<file path="src/rtl/udma_eth_tx_framer.sv">
// Fetches frame words over the uDMA TX channel and serializes them little-endian
// onto an 8-bit AXI-Stream feed for the MAC, with optional min-size padding and clean abort.
module udma_eth_tx_framer #(
  parameter int LEN_WIDTH = 16,
  parameter bit PAD_EN    = 1'b1,
  parameter int MIN_FRAME = 60
) (
  input  logic                 sys_clk_i,
  input  logic                 rstn_i,
  input  logic                 cfg_start_i,
  input  logic [LEN_WIDTH-1:0] cfg_len_i,
  input  logic                 cfg_abort_i,
  output logic                 busy_o,
  output logic                 done_o,
  output logic                 aborted_o,
  output logic                 err_o,
  output logic                 data_tx_req_o,
  input  logic                 data_tx_gnt_i,
  input  logic [31:0]          data_tx_i,
  input  logic                 data_tx_valid_i,
  output logic                 data_tx_ready_o,
  output logic [7:0]           tx_axis_tdata_o,
  output logic                 tx_axis_tvalid_o,
  input  logic                 tx_axis_tready_i,
  output logic                 tx_axis_tlast_o,
  output logic                 tx_axis_tuser_o
);
  typedef enum logic [1:0] {IDLE, DATA, PAD, DRAIN} state_e;
  localparam logic [LEN_WIDTH-1:0] MIN_LEN = LEN_WIDTH'(MIN_FRAME);
  localparam logic [LEN_WIDTH-1:0] ONE     = LEN_WIDTH'(1);

  state_e               state_q, state_d;
  logic [LEN_WIDTH-1:0] len_q, len_d, byte_cnt_q, byte_cnt_d;
  logic [LEN_WIDTH:0]   words_q, words_d, reqs_q, reqs_d;
  logic [1:0]           outst_q, outst_d, cnt_q, cnt_d, sel_q, sel_d;
  logic                 wr_ptr_q, wr_ptr_d, rd_ptr_q, rd_ptr_d;
  logic                 abort_q, abort_d, done_q, done_d, aborted_q, aborted_d, err_q, err_d;
  logic [31:0]          buf_q [2];
  logic [31:0]          head;
  logic                 push, pop, hs, last_data, pad_need, req, rdy, tvalid, tlast;

  assign head      = buf_q[rd_ptr_q];
  assign pad_need  = PAD_EN && (len_q < MIN_LEN);
  assign last_data = (byte_cnt_q == len_q - ONE);
  // Credit rule: buffered plus in-flight words never exceed the 2-entry buffer.
  assign req    = (state_q == DATA) && (reqs_q < words_q) &&
                  (({1'b0, cnt_q} + {1'b0, outst_q}) < 3'd2);
  assign rdy    = ((state_q == DATA) && (cnt_q != 2'd2)) || (state_q == DRAIN);
  assign push   = (state_q == DATA) && data_tx_valid_i && rdy;
  assign tvalid = ((state_q == DATA) && (cnt_q != 2'd0)) || (state_q == PAD);
  assign tlast  = tvalid && (abort_q ||
                  ((state_q == DATA) && last_data && !pad_need) ||
                  ((state_q == PAD) && (byte_cnt_q == MIN_LEN - ONE)));
  assign hs     = tvalid && tx_axis_tready_i;

  always_comb begin
    state_d    = state_q;
    len_d      = len_q;
    words_d    = words_q;
    reqs_d     = reqs_q + {{LEN_WIDTH{1'b0}}, req && data_tx_gnt_i};
    outst_d    = outst_q + {1'b0, req && data_tx_gnt_i} - {1'b0, data_tx_valid_i && rdy};
    byte_cnt_d = byte_cnt_q;
    sel_d      = sel_q;
    pop        = 1'b0;
    wr_ptr_d   = wr_ptr_q ^ push;
    rd_ptr_d   = rd_ptr_q;
    abort_d    = abort_q || (cfg_abort_i && ((state_q == DATA) || (state_q == PAD)));
    done_d     = 1'b0;
    aborted_d  = aborted_q;
    err_d      = cfg_start_i && (busy_o || (cfg_len_i == '0));
    case (state_q)
      IDLE: begin
        if (cfg_start_i && !done_q && (cfg_len_i != '0)) begin
          state_d    = DATA;
          len_d      = cfg_len_i;
          words_d    = ({1'b0, cfg_len_i} + (LEN_WIDTH+1)'(3)) >> 2;
          reqs_d     = '0;
          byte_cnt_d = '0;
          sel_d      = 2'd0;
          wr_ptr_d   = 1'b0;
          rd_ptr_d   = 1'b0;
          aborted_d  = 1'b0;
          abort_d    = 1'b0;
        end
      end
      DATA, PAD: begin
        if (hs) begin
          byte_cnt_d = byte_cnt_q + ONE;
          if (state_q == DATA) begin
            // The final word pops as soon as len bytes are out; its tail is dropped.
            sel_d = sel_q + 2'd1;
            if ((sel_q == 2'd3) || last_data) begin
              pop      = 1'b1;
              sel_d    = 2'd0;
              rd_ptr_d = ~rd_ptr_q;
            end
          end
          if (tlast) begin
            abort_d = 1'b0;
            if (abort_q) begin
              state_d = DRAIN;
            end else begin
              state_d   = IDLE;
              done_d    = 1'b1;
              aborted_d = 1'b0;
            end
          end else if ((state_q == DATA) && last_data) begin
            state_d = PAD;
          end
        end
      end
      DRAIN: begin
        if (outst_q == 2'd0) begin
          state_d   = IDLE;
          done_d    = 1'b1;
          aborted_d = 1'b1;
        end
      end
      default: state_d = IDLE;
    endcase
    cnt_d = cnt_q + {1'b0, push} - {1'b0, pop};
    if (state_d == DRAIN) begin
      cnt_d    = 2'd0;
      wr_ptr_d = 1'b0;
      rd_ptr_d = 1'b0;
    end
  end

  always_ff @(posedge sys_clk_i or negedge rstn_i) begin
    if (!rstn_i) begin
      state_q    <= IDLE;
      len_q      <= '0;
      words_q    <= '0;
      reqs_q     <= '0;
      byte_cnt_q <= '0;
      outst_q    <= 2'd0;
      cnt_q      <= 2'd0;
      sel_q      <= 2'd0;
      wr_ptr_q   <= 1'b0;
      rd_ptr_q   <= 1'b0;
      abort_q    <= 1'b0;
      done_q     <= 1'b0;
      aborted_q  <= 1'b0;
      err_q      <= 1'b0;
      buf_q[0]   <= '0;
      buf_q[1]   <= '0;
    end else begin
      state_q    <= state_d;
      len_q      <= len_d;
      words_q    <= words_d;
      reqs_q     <= reqs_d;
      byte_cnt_q <= byte_cnt_d;
      outst_q    <= outst_d;
      cnt_q      <= cnt_d;
      sel_q      <= sel_d;
      wr_ptr_q   <= wr_ptr_d;
      rd_ptr_q   <= rd_ptr_d;
      abort_q    <= abort_d;
      done_q     <= done_d;
      aborted_q  <= aborted_d;
      err_q      <= err_d;
      if (push) buf_q[wr_ptr_q] <= data_tx_i;
    end
  end

  always_comb begin
    tx_axis_tdata_o = 8'h00;
    if (state_q == DATA) begin
      case (sel_q)
        2'd0:    tx_axis_tdata_o = head[7:0];
        2'd1:    tx_axis_tdata_o = head[15:8];
        2'd2:    tx_axis_tdata_o = head[23:16];
        default: tx_axis_tdata_o = head[31:24];
      endcase
    end
  end

  assign busy_o           = (state_q != IDLE) || done_q;
  assign done_o           = done_q;
  assign aborted_o        = aborted_q;
  assign err_o            = err_q;
  assign data_tx_req_o    = req;
  assign data_tx_ready_o  = rdy;
  assign tx_axis_tvalid_o = tvalid;
  assign tx_axis_tlast_o  = tlast;
  assign tx_axis_tuser_o  = tvalid && abort_q;
endmodule

</file>
<file path="config.mk">
export PLATFORM = sky130hd
export DESIGN_NAME = udma_eth_tx_framer
export DESIGN_NICKNAME = d
export VERILOG_FILES = /design/src/rtl/udma_eth_tx_framer.sv
export SDC_FILE = /design/constraint.sdc
export NUM_CORES = 1
export LEC_CHECK = 0
export ABC_AREA = 1
export CORE_MARGIN = 5
export CORE_UTILIZATION = 50
export CTS_CLUSTER_SIZE = 40
export DETAILED_ROUTE_END_ITERATION = 6
export GPL_TIMING_DRIVEN = 0
export HOLD_SLACK_MARGIN = 0.08
export PLACE_DENSITY_LB_ADDON = 0.05
export SYNTH_ARGS = -nofsm -noshare
export SYNTH_HDL_FRONTEND = slang
export SYNTH_SLANG_ARGS = --single-unit
</file>
<file path="constraint.sdc">
create_clock -name sys_clk_i -period 3.53 [get_ports sys_clk_i]
set_input_delay 1.059 -clock sys_clk_i [delete_from_list [all_inputs] [get_ports sys_clk_i]]
set_output_delay 1.059 -clock sys_clk_i [all_outputs]
set_load 0.01 [all_outputs]
</file>
==> summary.log <==
[critical_path] start-to-end type of the worst setup path flip-flop to flip-flop
[final_layout] post-layout util 66.8%
[drt] number of DRC violations after detailed routing 0
[run] number of max-capacitance violations reported 0
[timing] Final Hold Vio Count 0
[timing] time the worst path needs with I/O delays and setup 3.76 ns
[floorplan] number of primary I/O pins 72
[placement] port bufs 71
[drt] ANT nets after route 0
[clocking] clk_lat worst skew 0.43 ns
[yosys] XOR/XNOR share of the synthesized area 2.95%
[global_routing] initial antenna violation count 0
[power_and_ir_drop] sequential share of power 31.8%
[yosys] net count after synthesis 1104
[power_and_ir_drop] cell internal pwr 4.97 mW
[timing] clock skew after layout 0.00827 ns
[timing] RSZ-0062 raised after global routing true
[clocking] Max Buffers Root-to-Sink 2
[power_and_ir_drop] maximum vdd drop 424 uV
[clocking] CTS clk-pin slew, worst paths 0.06 ns
[placement] Detailed Place HPWL 15800 um
[drt] routed via count divided by cell count 5.27
[final_layout] ant diodes 0
[timing] Slew headroom 58.2%
[critical_path] arrival time reported for the critical path endpoint 4.07 ns
[status] violated checks setup timing
[drt] total iterations of the first detailed-routing run 5
[placement] placer congestion estimate 0.858
[critical_path] peak per-stage delay on the critical path 0.42 ns
[floorplan] CORE AREA 15800 sq um
[drt] DRT Wirelength 22900 um
[critical_path] endpoint type of the worst setup path flip-flop
[yosys] Cell Area, Synth 8020 sq um
[yosys] part of the Yosys area used for sequential elements 44.3%
[global_routing] global-route wire length before repair 36300 um
[drt] Avg WL per Cell 16.4 um
[critical_path] largest fanout on the critical path 3
[yosys] area fraction in and, or, nand and nor cells after synthesis 20.7%
[global_routing] number of global-route vias before repair 6990
[yosys] number of flip-flops and latches in the synthesized netlist 142
[timing] Setup-failing EPs final 6
[yosys] multiplexer area fraction after synthesis 2.25%
[drt] vias post-DR 7346
[clocking] TritonCTS clock tree yes
[floorplan] x dimension of the die 137 um
[clocking] CTS H-tree lvls 4
[yosys] average cell area after synthesis 7.89 sq um
[power_and_ir_drop] power spent charging and discharging nets 3.50 mW
[final_layout] P&R area growth vs syn 31.9%
[global_routing] pin count of the biggest net entering global routing 79
[global_routing] remaining global-route overflow 0
[yosys] warnings from Yosys 0
[floorplan] Die Y 137 um
[critical_path] critical path required time 3.84 ns
[power_and_ir_drop] clock network power share 21.0%
[floorplan] Die Outline Area 18700 sq um
[floorplan] site row count 46
[power_and_ir_drop] Switching Share 41.3%
[clocking] clock root buffer clkbuf_16
[yosys] compound-gate portion of the synthesized area 14.6%
[yosys] fraction of post-synthesis cell area in the top cell type by area 44.3%
[power_and_ir_drop] total power density per cell area 801 nW/um^2
[min_path] type of the tightest min-delay check flip-flop to flip-flop
[timing] Slew @ Worst Pin 0.628 ns
[drt] drt initial violations 556
[yosys] combinational family with the most area after synthesis simple AND/OR/NAND/NOR gates
[yosys] area share of fa/ha/maj cells after synthesis 5.25%
[timing] Total Negative Setup Slacks -0.778 ns
[power_and_ir_drop] LEAKAGE 5.05 nW
[timing] Pins Over Slew Limit 0
[power_and_ir_drop] Final Power 8.47 mW
[critical_path] critical path launch point type flip-flop
[yosys] largest area contributor in the netlist dfrtp_1
[final_layout] share of post-route cells with drive strength above 1 20.1%
[timing] PnR worst setup slack -0.229 ns
[clocking] TritonCTS buffer count 17
[clocking] clk sink count 142
[yosys] Area contributors post-synth dfrtp_1, nand2_1, inv_1, o21ai_0, ha_1
[status] run status finished, violations left
[global_routing] aggregate global-route resource usage 25.1%
[final_layout] non-filler cells in the finished layout 1394
[yosys] count of different cell masters after synthesis 45
[power_and_ir_drop] power share of the combinational group 47.2%
[final_layout] net count of the finished layout 1254
[floorplan] initial core utilization 50.6%
[timing] Fmax 266 MHz
[placement] number of cells in the design after placement 1304
[yosys] cell count after synthesis 1016
[critical_path] Slowest-stage cell, CP dfrtp_1
[clocking] cts hold-fix bufs 0
[timing] share of the clock period used by the worst path 106%
==> final cells by class <==
type | count | area, sq um
Buffer | 30 | 136
Clock buffer | 18 | 439
Clock inverter | 13 | 140
Fill cell | 1340 | 5260
Inverter | 180 | 682
Multi-Input combinational cell | 663 | 4130
Sequential cell | 142 | 3560
Tap cell | 216 | 270
Timing Repair Buffer | 132 | 1220
==> state kept, by name, summed over array words and instances (netlist names) <==
register,flops
abort_q,1
aborted_o,1
buf_q,64
byte_cnt_q,16
cnt_q,2
done_o,1
err_o,1
len_q,16
outst_q,2
rd_ptr_q,1
reqs_q,17
sel_q,2
state_q,2
words_q,15
wr_ptr_q,1
==> power by group through the flow <==
stage	sequential [mW]	clock (mW)	combinational, mW
after floorplan	2.56	0	2.19
after global placement	2.67	0	3.18
after detailed placement	2.68	0	3.24
after CTS	2.66	1.80	3.59
after global routing	2.77	1.87	4.41
final	2.69	1.78	4.00
==> final timing paths <==
check	startpoint	to	slack [ns]	cells after the start
min	buf_q[61]	buf_q[61]	0.51	1
min in group asynchronous	rstn_i	byte_cnt_q[4]	0.63	1
max in group asynchronous	rstn_i	reqs_q[11]	2.06	2
min reg2reg	buf_q[61]	buf_q[61]	0.51	1
max	reqs_q[2]	reqs_q[16]	-0.23	30
max reg2reg	reqs_q[2]	reqs_q[16]	-0.23	30
==> timing repair <==
item | CTS | global route
resized for setup | 69 | 98
setup buffers | 46 | 18
pin swaps | 13 | 34
endpoints found under the setup margin | 19 | 51
==> per-stage QoR <==
stage                     cell area, sq um  hold slack, ns  setup slack, ns
after floorplan                       8020           0.452           0.0396
after global placement                9000           0.474            -4.51
after detailed placement              9020           0.479           -0.668
after CTS                            10100           0.494           -0.292
after global routing                 10600           0.520           -0.526
final                                10600           0.505           -0.229
==> layer usage <==
layer / wire, um / vias up / part of all wire (%) / global-route usage [%]
li1: - / 3595 / - / -
met1: 10300 / 3506 / 45 / 35.1
met2: 10900 / 207 / 48 / 39.9
met3: 1230 / 38 / 5.4 / 3.68
met4: 477 / 0 / 2.1 / 9.13
met5: 0 / - / 0 / 0
==> placed cells by master, fill, tap and decap left out, types with 13 or more instances in the layout <==
cell and instances:
nand2_1 201, inv_1 163, dfrtp_1 138, o21ai_0 104, clkdlybuf4s50_1 60, buf_4 51
nor2_1 44, nand3_1 35, a21oi_1 28, ha_1 23, xor2_1 21, o22ai_1 20
clkbuf_1 19, nor2_2 17, clkbuf_16 17, mux2_2 16, nor3_1 15, nand2_2 13
buf_6 13
==> critical path, delay by kind of cell (launching register included) <==
family | cells | cell delay [ns]
flip-flops | 1 | 0.42
AND/OR/NAND/NOR | 17 | 1.83
adder cells (fa/ha/maj) | 3 | 0.51
AO/OA/AOI/OAI | 4 | 0.42
buffers and inverters | 6 | 0.44
==> cells in the mapped netlist, drive strengths merged <==
library cell,instances
mux2,16
and3,2
or2,2
nand3b,2
a41oi,1
clkbuf,30
o21a,2
nor3,20
a21oi,36
dfrtp,142
nand4,9
o211a,1
inv,177
a31oi,3
fa,1
a221oi,8
o22ai,25
clkinv,3
xnor2,6
xor2,21
nor3b,1
and2,1
nand2,220
o21ai,114
a32o,1
nor2,73
buf,1
ha,32
a211oi,2
o31ai,7
a21boi,3
o211ai,2
o21bai,1
nand3,44
nor4,7
==> cells by family (layout without fill, tap and decap cells) <==
family	Yosys count	count (layout)
adders and majority gates	33	33
AOI/OAI and AO/OA	206	206
and+or+nand+nor	381	381
buffers and inverters	211	373
muxes	16	16
xor gates and xnor gates	27	27
DFF	142	142
Power figures use the tool's default switching activity.
